[src/rtl/scale_job_controller_pkg.sv]
// Shared scaling definitions: algorithm/zoom codes, FSM encoding and default timing.
package scale_job_controller_pkg;

  localparam int unsigned ALG_W  = 2;
  localparam int unsigned ZOOM_W = 3;
  localparam int unsigned CNT_W  = 21;

  localparam int unsigned CLEAR_CYCLES_DEFAULT   = 2;
  localparam int unsigned TIMEOUT_CYCLES_DEFAULT = 1228864;

  typedef enum logic [ALG_W-1:0] {
    ALG_NN  = 2'b00,
    ALG_PR  = 2'b01,
    ALG_DEC = 2'b10,
    ALG_BA  = 2'b11
  } alg_e;

  localparam logic [ZOOM_W-1:0] ZOOM_QUARTER = 3'd0;
  localparam logic [ZOOM_W-1:0] ZOOM_HALF    = 3'd1;
  localparam logic [ZOOM_W-1:0] ZOOM_1X      = 3'd2;
  localparam logic [ZOOM_W-1:0] ZOOM_2X      = 3'd3;
  localparam logic [ZOOM_W-1:0] ZOOM_4X      = 3'd4;

  typedef enum logic [1:0] {
    ST_IDLE      = 2'd0,
    ST_CLEAR     = 2'd1,
    ST_RUN       = 2'd2,
    ST_WAIT_SWAP = 2'd3
  } state_e;

  typedef struct packed {
    logic [ALG_W-1:0]  algorithm;
    logic [ZOOM_W-1:0] zoom;
  } scale_cmd_t;

endpackage

[src/rtl/scale_cmd_validator.sv]
// Combinational legality check of an (algorithm, zoom) scaling command.
module scale_cmd_validator
  import scale_job_controller_pkg::*;
(
  input  logic [ALG_W-1:0]  algorithm_i,
  input  logic [ZOOM_W-1:0] zoom_i,
  output logic              legal_c_o
);

  always_comb begin
    legal_c_o = 1'b0;
    case (alg_e'(algorithm_i))
      ALG_NN:          legal_c_o = (zoom_i <= ZOOM_4X);
      ALG_PR:          legal_c_o = (zoom_i >= ZOOM_1X) && (zoom_i <= ZOOM_4X);
      ALG_DEC, ALG_BA: legal_c_o = (zoom_i <= ZOOM_1X);
      default:         legal_c_o = 1'b0;
    endcase
  end

endmodule

[src/rtl/scale_job_controller.sv]
// Sequences one scaling job: validate, clear-then-enable the datapath, wait for done,
// then swap the framebuffer banks on the next vsync.
module scale_job_controller
  import scale_job_controller_pkg::*;
#(
  parameter int unsigned CLEAR_CYCLES   = CLEAR_CYCLES_DEFAULT,
  parameter int unsigned TIMEOUT_CYCLES = TIMEOUT_CYCLES_DEFAULT
) (
  input  logic              clk,
  input  logic              reset,
  input  logic              cmd_valid,
  output logic              cmd_ready,
  input  logic [ALG_W-1:0]  cmd_algorithm,
  input  logic [ZOOM_W-1:0] cmd_zoom,
  input  logic              abort,
  output logic              proc_enable,
  output logic [ALG_W-1:0]  proc_algorithm,
  output logic [ZOOM_W-1:0] proc_zoom,
  input  logic              proc_done,
  input  logic              vsync_pulse,
  output logic              buf_sel_write,
  output logic              buf_sel_display,
  output logic              busy,
  output logic              frame_done,
  output logic              err_invalid,
  output logic              err_timeout
);

  localparam int unsigned CLR_W = (CLEAR_CYCLES > 1) ? $clog2(CLEAR_CYCLES) : 1;

  state_e            state_q;
  scale_cmd_t        cfg_q;
  logic [CLR_W-1:0]  clear_cnt_q;
  logic [CNT_W-1:0]  timeout_cnt_q;
  logic              proc_enable_q;
  logic              buf_write_q;
  logic              buf_display_q;
  logic              frame_done_q;
  logic              err_invalid_q;
  logic              err_timeout_q;

  logic              cmd_legal;
  logic              accept;
  logic              clear_last;
  logic              timeout_hit;

  scale_cmd_validator u_validator (
    .algorithm_i (cmd_algorithm),
    .zoom_i      (cmd_zoom),
    .legal_c_o   (cmd_legal)
  );

  assign cmd_ready   = (state_q == ST_IDLE) && !reset;
  assign busy        = (state_q != ST_IDLE);
  assign accept      = cmd_valid && cmd_ready;
  assign clear_last  = (clear_cnt_q == CLR_W'(CLEAR_CYCLES - 1));
  assign timeout_hit = (timeout_cnt_q == CNT_W'(TIMEOUT_CYCLES - 1));

  // Job FSM; abort outranks done/vsync/timeout, done outranks timeout.
  always_ff @(posedge clk) begin
    if (reset) begin
      state_q       <= ST_IDLE;
      cfg_q         <= '{algorithm: ALG_W'(ALG_NN), zoom: ZOOM_1X};
      clear_cnt_q   <= '0;
      timeout_cnt_q <= '0;
      proc_enable_q <= 1'b0;
      buf_write_q   <= 1'b1;
      buf_display_q <= 1'b0;
      frame_done_q  <= 1'b0;
      err_invalid_q <= 1'b0;
      err_timeout_q <= 1'b0;
    end else begin
      frame_done_q  <= 1'b0;
      err_invalid_q <= 1'b0;
      err_timeout_q <= 1'b0;
      case (state_q)
        ST_IDLE: begin
          if (accept) begin
            if (cmd_legal) begin
              cfg_q       <= '{algorithm: cmd_algorithm, zoom: cmd_zoom};
              clear_cnt_q <= '0;
              state_q     <= ST_CLEAR;
            end else begin
              err_invalid_q <= 1'b1;
            end
          end
        end
        ST_CLEAR: begin
          if (abort) begin
            state_q <= ST_IDLE;
          end else if (clear_last) begin
            state_q       <= ST_RUN;
            proc_enable_q <= 1'b1;
            timeout_cnt_q <= '0;
          end else begin
            clear_cnt_q <= clear_cnt_q + CLR_W'(1);
          end
        end
        ST_RUN: begin
          if (abort) begin
            state_q       <= ST_IDLE;
            proc_enable_q <= 1'b0;
            timeout_cnt_q <= '0;
          end else if (proc_done) begin
            state_q       <= ST_WAIT_SWAP;
            proc_enable_q <= 1'b0;
            timeout_cnt_q <= '0;
          end else if (timeout_hit) begin
            state_q       <= ST_IDLE;
            proc_enable_q <= 1'b0;
            err_timeout_q <= 1'b1;
            timeout_cnt_q <= '0;
          end else begin
            timeout_cnt_q <= timeout_cnt_q + CNT_W'(1);
          end
        end
        ST_WAIT_SWAP: begin
          if (abort) begin
            state_q <= ST_IDLE;
          end else if (vsync_pulse) begin
            buf_write_q   <= ~buf_write_q;
            buf_display_q <= ~buf_display_q;
            frame_done_q  <= 1'b1;
            state_q       <= ST_IDLE;
          end
        end
        default: state_q <= ST_IDLE;
      endcase
    end
  end

  assign proc_enable     = proc_enable_q;
  assign proc_algorithm  = cfg_q.algorithm;
  assign proc_zoom       = cfg_q.zoom;
  assign buf_sel_write   = buf_write_q;
  assign buf_sel_display = buf_display_q;
  assign frame_done      = frame_done_q;
  assign err_invalid     = err_invalid_q;
  assign err_timeout     = err_timeout_q;

endmodule

[config.mk]
export PLATFORM = sky130hd
export DESIGN_NAME = scale_job_controller
export DESIGN_NICKNAME = d
export VERILOG_FILES = /design/src/rtl/scale_job_controller_pkg.sv /design/src/rtl/scale_cmd_validator.sv /design/src/rtl/scale_job_controller.sv
export SDC_FILE = /design/constraint.sdc
export NUM_CORES = 1
export LEC_CHECK = 0
export CAP_MARGIN = 25
export CORE_UTILIZATION = 25
export CTS_CLUSTER_DIAMETER = 30
export CTS_CLUSTER_SIZE = 30
export DETAILED_ROUTE_END_ITERATION = 10
export PLACE_DENSITY = 0.45
export SKIP_LAST_GASP = 1
export SLEW_MARGIN = 20
export SYNTH_ARGS = -nofsm -noshare
export SYNTH_HDL_FRONTEND = slang
export SYNTH_SLANG_ARGS = --single-unit
[constraint.sdc]
create_clock -name clk -period 1.8 [get_ports clk]
set_clock_uncertainty 0.1 [all_clocks]
set_input_delay 0.36 -clock clk [delete_from_list [all_inputs] [get_ports clk]]
set_output_delay 0.36 -clock clk [all_outputs]
set_load 0.005 [all_outputs]
[Word-level counts from Yosys, hierarchy flattened]
Cells that the tools add are included.
Cells by class
  bitwise logic cells: 7
  reduce and logical (&&, ||, !) cells: 19
  add/subtract/negate cells: 2
  magnitude comparators: 3
  multiplexer cells: 31
  equality and inequality tests: 14
Operator list (number)
  21-bit two-way mux: 5
  21-bit case mux with 2 select lines: 1
  21-bit by 1-bit adder with 21-bit output, second input constant: 1
  21-bit == test, second input constant: 1
  2-bit two-way mux: 9
  1-bit two-way mux: 12
  3-bit AND reduction: 3
  2-bit == test, second input constant: 4
  2-bit inequality test, second input constant: 4
  2-bit case mux with 4 select lines: 1
  4-bit AND reduction: 2
  1-bit NOT: 7
  3-bit inequality test, second input constant: 2
  2-bit nonzero test: 3
  3-bit OR reduction: 2
  5-bit AND reduction: 1
  2-bit by 1-bit == test with 1-bit output, second input constant: 2
  2-bit zero test: 2
  4-bit inequality test, second input constant: 1
  1-bit case mux with 2 select lines: 2
  4-bit OR reduction: 1
  3-bit by 2-bit >= comparator with 1-bit output, second input constant: 1
  3-bit by 2-bit less-or-equal comparator with 1-bit output, second input constant: 1
  3-bit less-or-equal comparator, second input constant: 1
  5 further kinds: 7
Word-level totals
  flip-flop bits (word level): 35
  output and inout bits: 13
  logic and storage cells: 87
  bits of input ports: 11

[Logic depth before layout (Yosys ltp)]
  depth in word-level cells: 6
  depth in mapped cells: 7
  depth with buffers taken out: 5

[Cells and area by module]
From an unflattened synthesis, not the netlist that was laid out.
Second synthesis, totals
  cell total of the unflattened synthesis: 206
  area, all modules: 1764.2 um^2
By module, submodules not included
  scale_job_controller: sequential area each 700.7 um^2, area each 1732.9 um^2, instances 1, cells an instance 202
  scale_cmd_validator: sequential area each 0.0 um^2, area each 31.3 um^2, instances 1, cells an instance 4

[Worst setup path after synthesis]
No wires, ideal clock.
  path kind: register to register
  start: register timeout_cnt_q[0]
  end: register timeout_cnt_q[18]
  data arrival time: 1609 ps
  slack: 11 ps
  library setup time: 79 ps
  path buffers: 1
  data required time: 1621 ps
  period minus slack after synthesis: 1789 ps
  cell stages (with the launch flop): 7
  path through: dfxtp_1 > ha_1 > and3_1 > o21ai_2 > buf_2 > or4_1 > a22oi_1
Between the ends
  word-level cells in the longest chain between the ends: 5
  elaborated cells between the ends (all ways): 6
  those cells by class: 1 x add/sub; 1 x eq/ne; 4 x mux
Ends and longest elaborated chain
  start: declaration: line scale_job_controller.sv:34  | logic [CNT_W-1:0] timeout_cnt_q;
  start signal: assignment: line scale_job_controller.sv:114  | timeout_cnt_q <= timeout_cnt_q + CNT_W'(1);
  21-bit by 1-bit adder with 21-bit output / 21-bit == test (equally long branches): line scale_job_controller.sv:114, scale_job_controller.sv:57
  21-bit two-way mux *: line scale_job_controller.sv:108  | end else if (timeout_hit) begin
  21-bit two-way mux *: line scale_job_controller.sv:104  | end else if (proc_done) begin
  21-bit two-way mux *: line scale_job_controller.sv:100  | if (abort) begin
  21-bit case mux with 2 select lines *: line scale_job_controller.sv:76  | case (state_q)
Mark *: on every way between the ends. The rest lies on a longest branch, timed or not.
A chain may end at the register's enable or synchronous reset.

[Worst setup path after layout]
  start: register state_q[1]
  end: register timeout_cnt_q[12]
Between the ends
  word-level cells in the longest chain between the ends: 3
  elaborated cells between the ends (all ways): 7
  those cells by class: 4 x eq/ne; 1 x mux; 2 x reduce/logical
Ends and longest elaborated chain
  start: declaration: line scale_job_controller.sv:31  | state_e state_q;
  start signal: assignment: line scale_job_controller.sv:62  | state_q <= ST_IDLE;
  start signal: assignment: line scale_job_controller.sv:82  | state_q <= ST_CLEAR;
  start signal: assignment: line scale_job_controller.sv:90  | state_q <= ST_IDLE;
  2-bit by 1-bit == test with 1-bit output / 2-bit == test (equally long branches): line scale_job_controller.sv:76
  2-bit inequality test (no line) / 2-bit nonzero test (equally long branches)
  3-bit AND reduction (no line)
Parallel ways exist; a longest one is shown, timed or not.

==> impl_metrics.env <==
export IMPL_outcome="finished with violations"
export IMPL_violations="setup timing"
export IMPL_worst_setup_path_type="reg2reg"
export IMPL_synth_flop_cell="dfxtp_1"
export IMPL_final_layout_size_suffix_gt1_frac=0.470
export IMPL_yosysWarnings=0
export IMPL_synth_top_area_cell="dfxtp_1"
export IMPL_clock_root_buffer="clkbuf_8"
export IMPL_grt_pass1_wl_mm=8.30
export IMPL_die_w_um=86.7
export IMPL_clk_pin_slew_ns=0.07
export IMPL_synth_top_area_frac=0.390
export IMPL_insertion_delay_ns=0.29
export IMPL_place_area_um2=2560
export IMPL_path_depth=6
export IMPL_setup_viol=5
export IMPL_endpoint_kind="flop"
export IMPL_finalMaxSlewViolations=0
export IMPL_die_area_um2=7520
export IMPL_ys_seq_area_frac=0.390
export IMPL_max_clock_path_buffers=2
export IMPL_synth_edf_count=0
export IMPL_post_drt_via_cell_ratio=4.76
export IMPL_slew_headroom=0.775
export IMPL_rsz0062_at_grt="true"
export IMPL_syn_cell_area_um2=1800
export IMPL_ant_nets=0
export IMPL_synthCells=195
export IMPL_first_global_vias=1711
export IMPL_ys_ff_latch=35
export IMPL_crit_slowest_cell="or4_4"
export IMPL_wl_per_cell_um=14.0
export IMPL_synth_nets=207
export IMPL_max_cap_violations=0
export IMPL_startpoint_type="flop"
export IMPL_hp_start="proc_algorithm[0]"
export IMPL_worstRegToRegCells=6
export IMPL_hold_end="proc_algorithm[0]"
export IMPL_async_flop_share=0
export IMPL_core_um2=6870
export IMPL_numCtsBuffers=5
export IMPL_cp_common_cell="buf_6"
export IMPL_critical_path_top_delay_family="simple AND/OR/NAND/NOR gates"
export IMPL_drc_errors=0
export IMPL_r2r_end="timeout_cnt_q[12]"
export IMPL_drtPass1Iterations=4
export IMPL_postRouteWirelength_mm=5.33
export IMPL_portBuffers=23
export IMPL_dp_cells=366
export IMPL_setup_slack_ns=-0.0438
export IMPL_ir_drop_mv=0.215
export IMPL_io_pins=24
export IMPL_hold_viol=0
export IMPL_htree_levels=2
export IMPL_hp_class="reg2reg"
export IMPL_yosysUniqueCellTypes=51
export IMPL_synth_area_per_cell_um2=9.21
export IMPL_place_ws_ns=-0.512
export IMPL_fp_dieH_um=86.7
export IMPL_overflow=0
export IMPL_antenna_found_initial=0
export IMPL_hold_path_depth=2
export IMPL_num_rows=30
export IMPL_crit_path_cell_trace="buf_6 > and4bb_4 > o21ai_4 > buf_6 > or4_4 > a22oi_2"
export IMPL_ff2ff_setup_slack_ns=-0.04
export IMPL_start_util=0.261
export IMPL_final_cell_area_um2=2900
export IMPL_grt_usage=0.143
export IMPL_nets=296
export IMPL_vias=1813
export IMPL_startpoint="state_q[1]"
export IMPL_final_cells=381
export IMPL_cp_arrival_ns=1.95
export IMPL_drt_iter0_drc=50
export IMPL_fmax_mhz=542
export IMPL_period_share=1.02
export IMPL_clkSinkCount=35
export IMPL_dpl_hpwl_mm=3.78
export IMPL_antenna_cells=0
export IMPL_areaGrowthSynthToFinish_pct=61.4
export IMPL_r2r_start="state_q[1]"
export IMPL_critPathMaxFanout=5
export IMPL_power_leakage_nw=1.11
export IMPL_max_stage_delay_ns=0.51
export IMPL_required_ns=1.90
export IMPL_netlist_top_cells_area="dfxtp_1, a22oi_1, o31ai_1"
export IMPL_cp_buffers_inverters=2
export IMPL_min_period_ns=1.84
export IMPL_gp_congestion=0.879
export IMPL_grt_max_degree=11
export IMPL_power_density_nw_per_um2=542
export IMPL_tightest_slew_ns=0.337
export IMPL_cts_tree="built"
flip-flops by register name, summed over array words and instances, names as in the netlist:
name             count
buf_sel_write        1
buf_sel_display      1
state_q              2
proc_algorithm       2
err_invalid          1
timeout_cnt_q       21
proc_enable          1
frame_done           1
clear_cnt_q          1
err_timeout          1
proc_zoom            3
how the worst max path moves through the flow:
stage                             end  slack [ns]
global route        timeout_cnt_q[12]       -0.08
global placement    timeout_cnt_q[12]       -0.50
CTS                 timeout_cnt_q[12]       -0.09
detailed placement  timeout_cnt_q[16]       -0.51
floorplan           timeout_cnt_q[18]        0.01
finish              timeout_cnt_q[12]       -0.04
through the flow:
| stage | power [mW] | utilization | hold WS [ns] | TNS, ns |
|---|---|---|---|---|
| after floorplan | 0.852 | - | 0.362 | 0 |
| after global placement | 0.942 | 0.372 | 0.375 | -12.15 |
| after detailed placement | 0.942 | 0.372 | 0.386 | -11.83 |
| after CTS | 1.59 | 0.406 | 0.403 | -0.528 |
| after global routing | 1.63 | 0.422 | 0.421 | -0.522 |
| final | 1.57 | 0.422 | 0.401 | -0.161 |
worst reg2reg max path, delay by kind of cell, from the launching register on:
family | cells | cell delay [ns]
and+or+nand+nor | 2 | 0.86
buffers and inverters | 2 | 0.24
DFF | 1 | 0.33
AOI/OAI and AO/OA | 2 | 0.23
Yosys cell counts (all sizes together), types with 2 or more instances:
| master | number |
|---|---|
| nor3b | 3 |
| xor2 | 8 |
| or4 | 10 |
| o2111ai | 3 |
| a21oi | 7 |
| dfxtp | 35 |
| o31ai | 10 |
| or3 | 3 |
| or4b | 2 |
| nor2 | 9 |
| and4bb | 2 |
| nand3 | 8 |
| clkbuf | 5 |
| and3 | 2 |
| nor4 | 2 |
| nand2 | 10 |
| buf | 6 |
| and4 | 4 |
| nor3 | 2 |
| nand4 | 4 |
| o211ai | 6 |
| o21ai | 13 |
| nor4b | 2 |
| a31oi | 2 |
| a22oi | 11 |
| mux2i | 5 |
| or2 | 4 |
| inv | 7 |
where the power goes:
part | internal, mW | switching [mW]
registers | 0.777 | 0.00435
clock network | 0.350 | 0.296
logic | 0.0822 | 0.0606
total | 1.21 | 0.361
cell families after synthesis:
group	count (synthesis)	share of synthesized area
muxes	5	0.0279
adders and majority gates	1	0.00697
and+or+nand+nor	72	0.266
buffers and inverters	18	0.0495
xor gates and xnor gates	8	0.0390
AOI/OAI and AO/OA	56	0.221
DFF	35	0.390
cell usage in the layout, fill, tap and decap left out, types with 3 or more instances in the layout:
cell type / n
a22oi_2: 5
nor2_1: 9
xor2_1: 8
nand3_1: 6
inv_1: 7
mux2i_1: 5
a21oi_1: 6
clkdlybuf4s50_1: 20
o21ai_0: 9
o211ai_1: 6
a22oi_1: 6
o31ai_1: 10
nand4_1: 3
or2_2: 4
or4_4: 6
dfxtp_4: 3
clkbuf_8: 7
buf_4: 63
buf_6: 7
dfxtp_1: 18
dfxtp_2: 14
nand2_1: 9
or4_1: 4
cell type report:
| type | count | area (um2) |
|---|---|---|
| clock buffer | 8 | 100 |
| tap | 96 | 120 |
| fill | 694 | 3970 |
| sequential | 35 | 729 |
| multi-input combinational | 142 | 1150 |
| inverter | 7 | 26.3 |
| timing repair buffer | 93 | 771 |
layer usage:
layer | vias up | routed length (um) | global-route usage
met5 | - | 0 | 0
met4 | 0 | 72 | 0.0561
met3 | 9 | 196 | 0.0276
met2 | 31 | 2470 | 0.228
met1 | 843 | 2590 | 0.189
li1 | 930 | - | -
timing repair:
item,4_1_cts,5_1_grt
hold buffers,0,0
buffers inserted,6,1
pin swaps,11,15
endpoints found under the hold margin,0,0
gates resized for setup,28,38
setup endpoints to repair,30,27
cloned,1,0
Power figures use the tool's default switching activity.
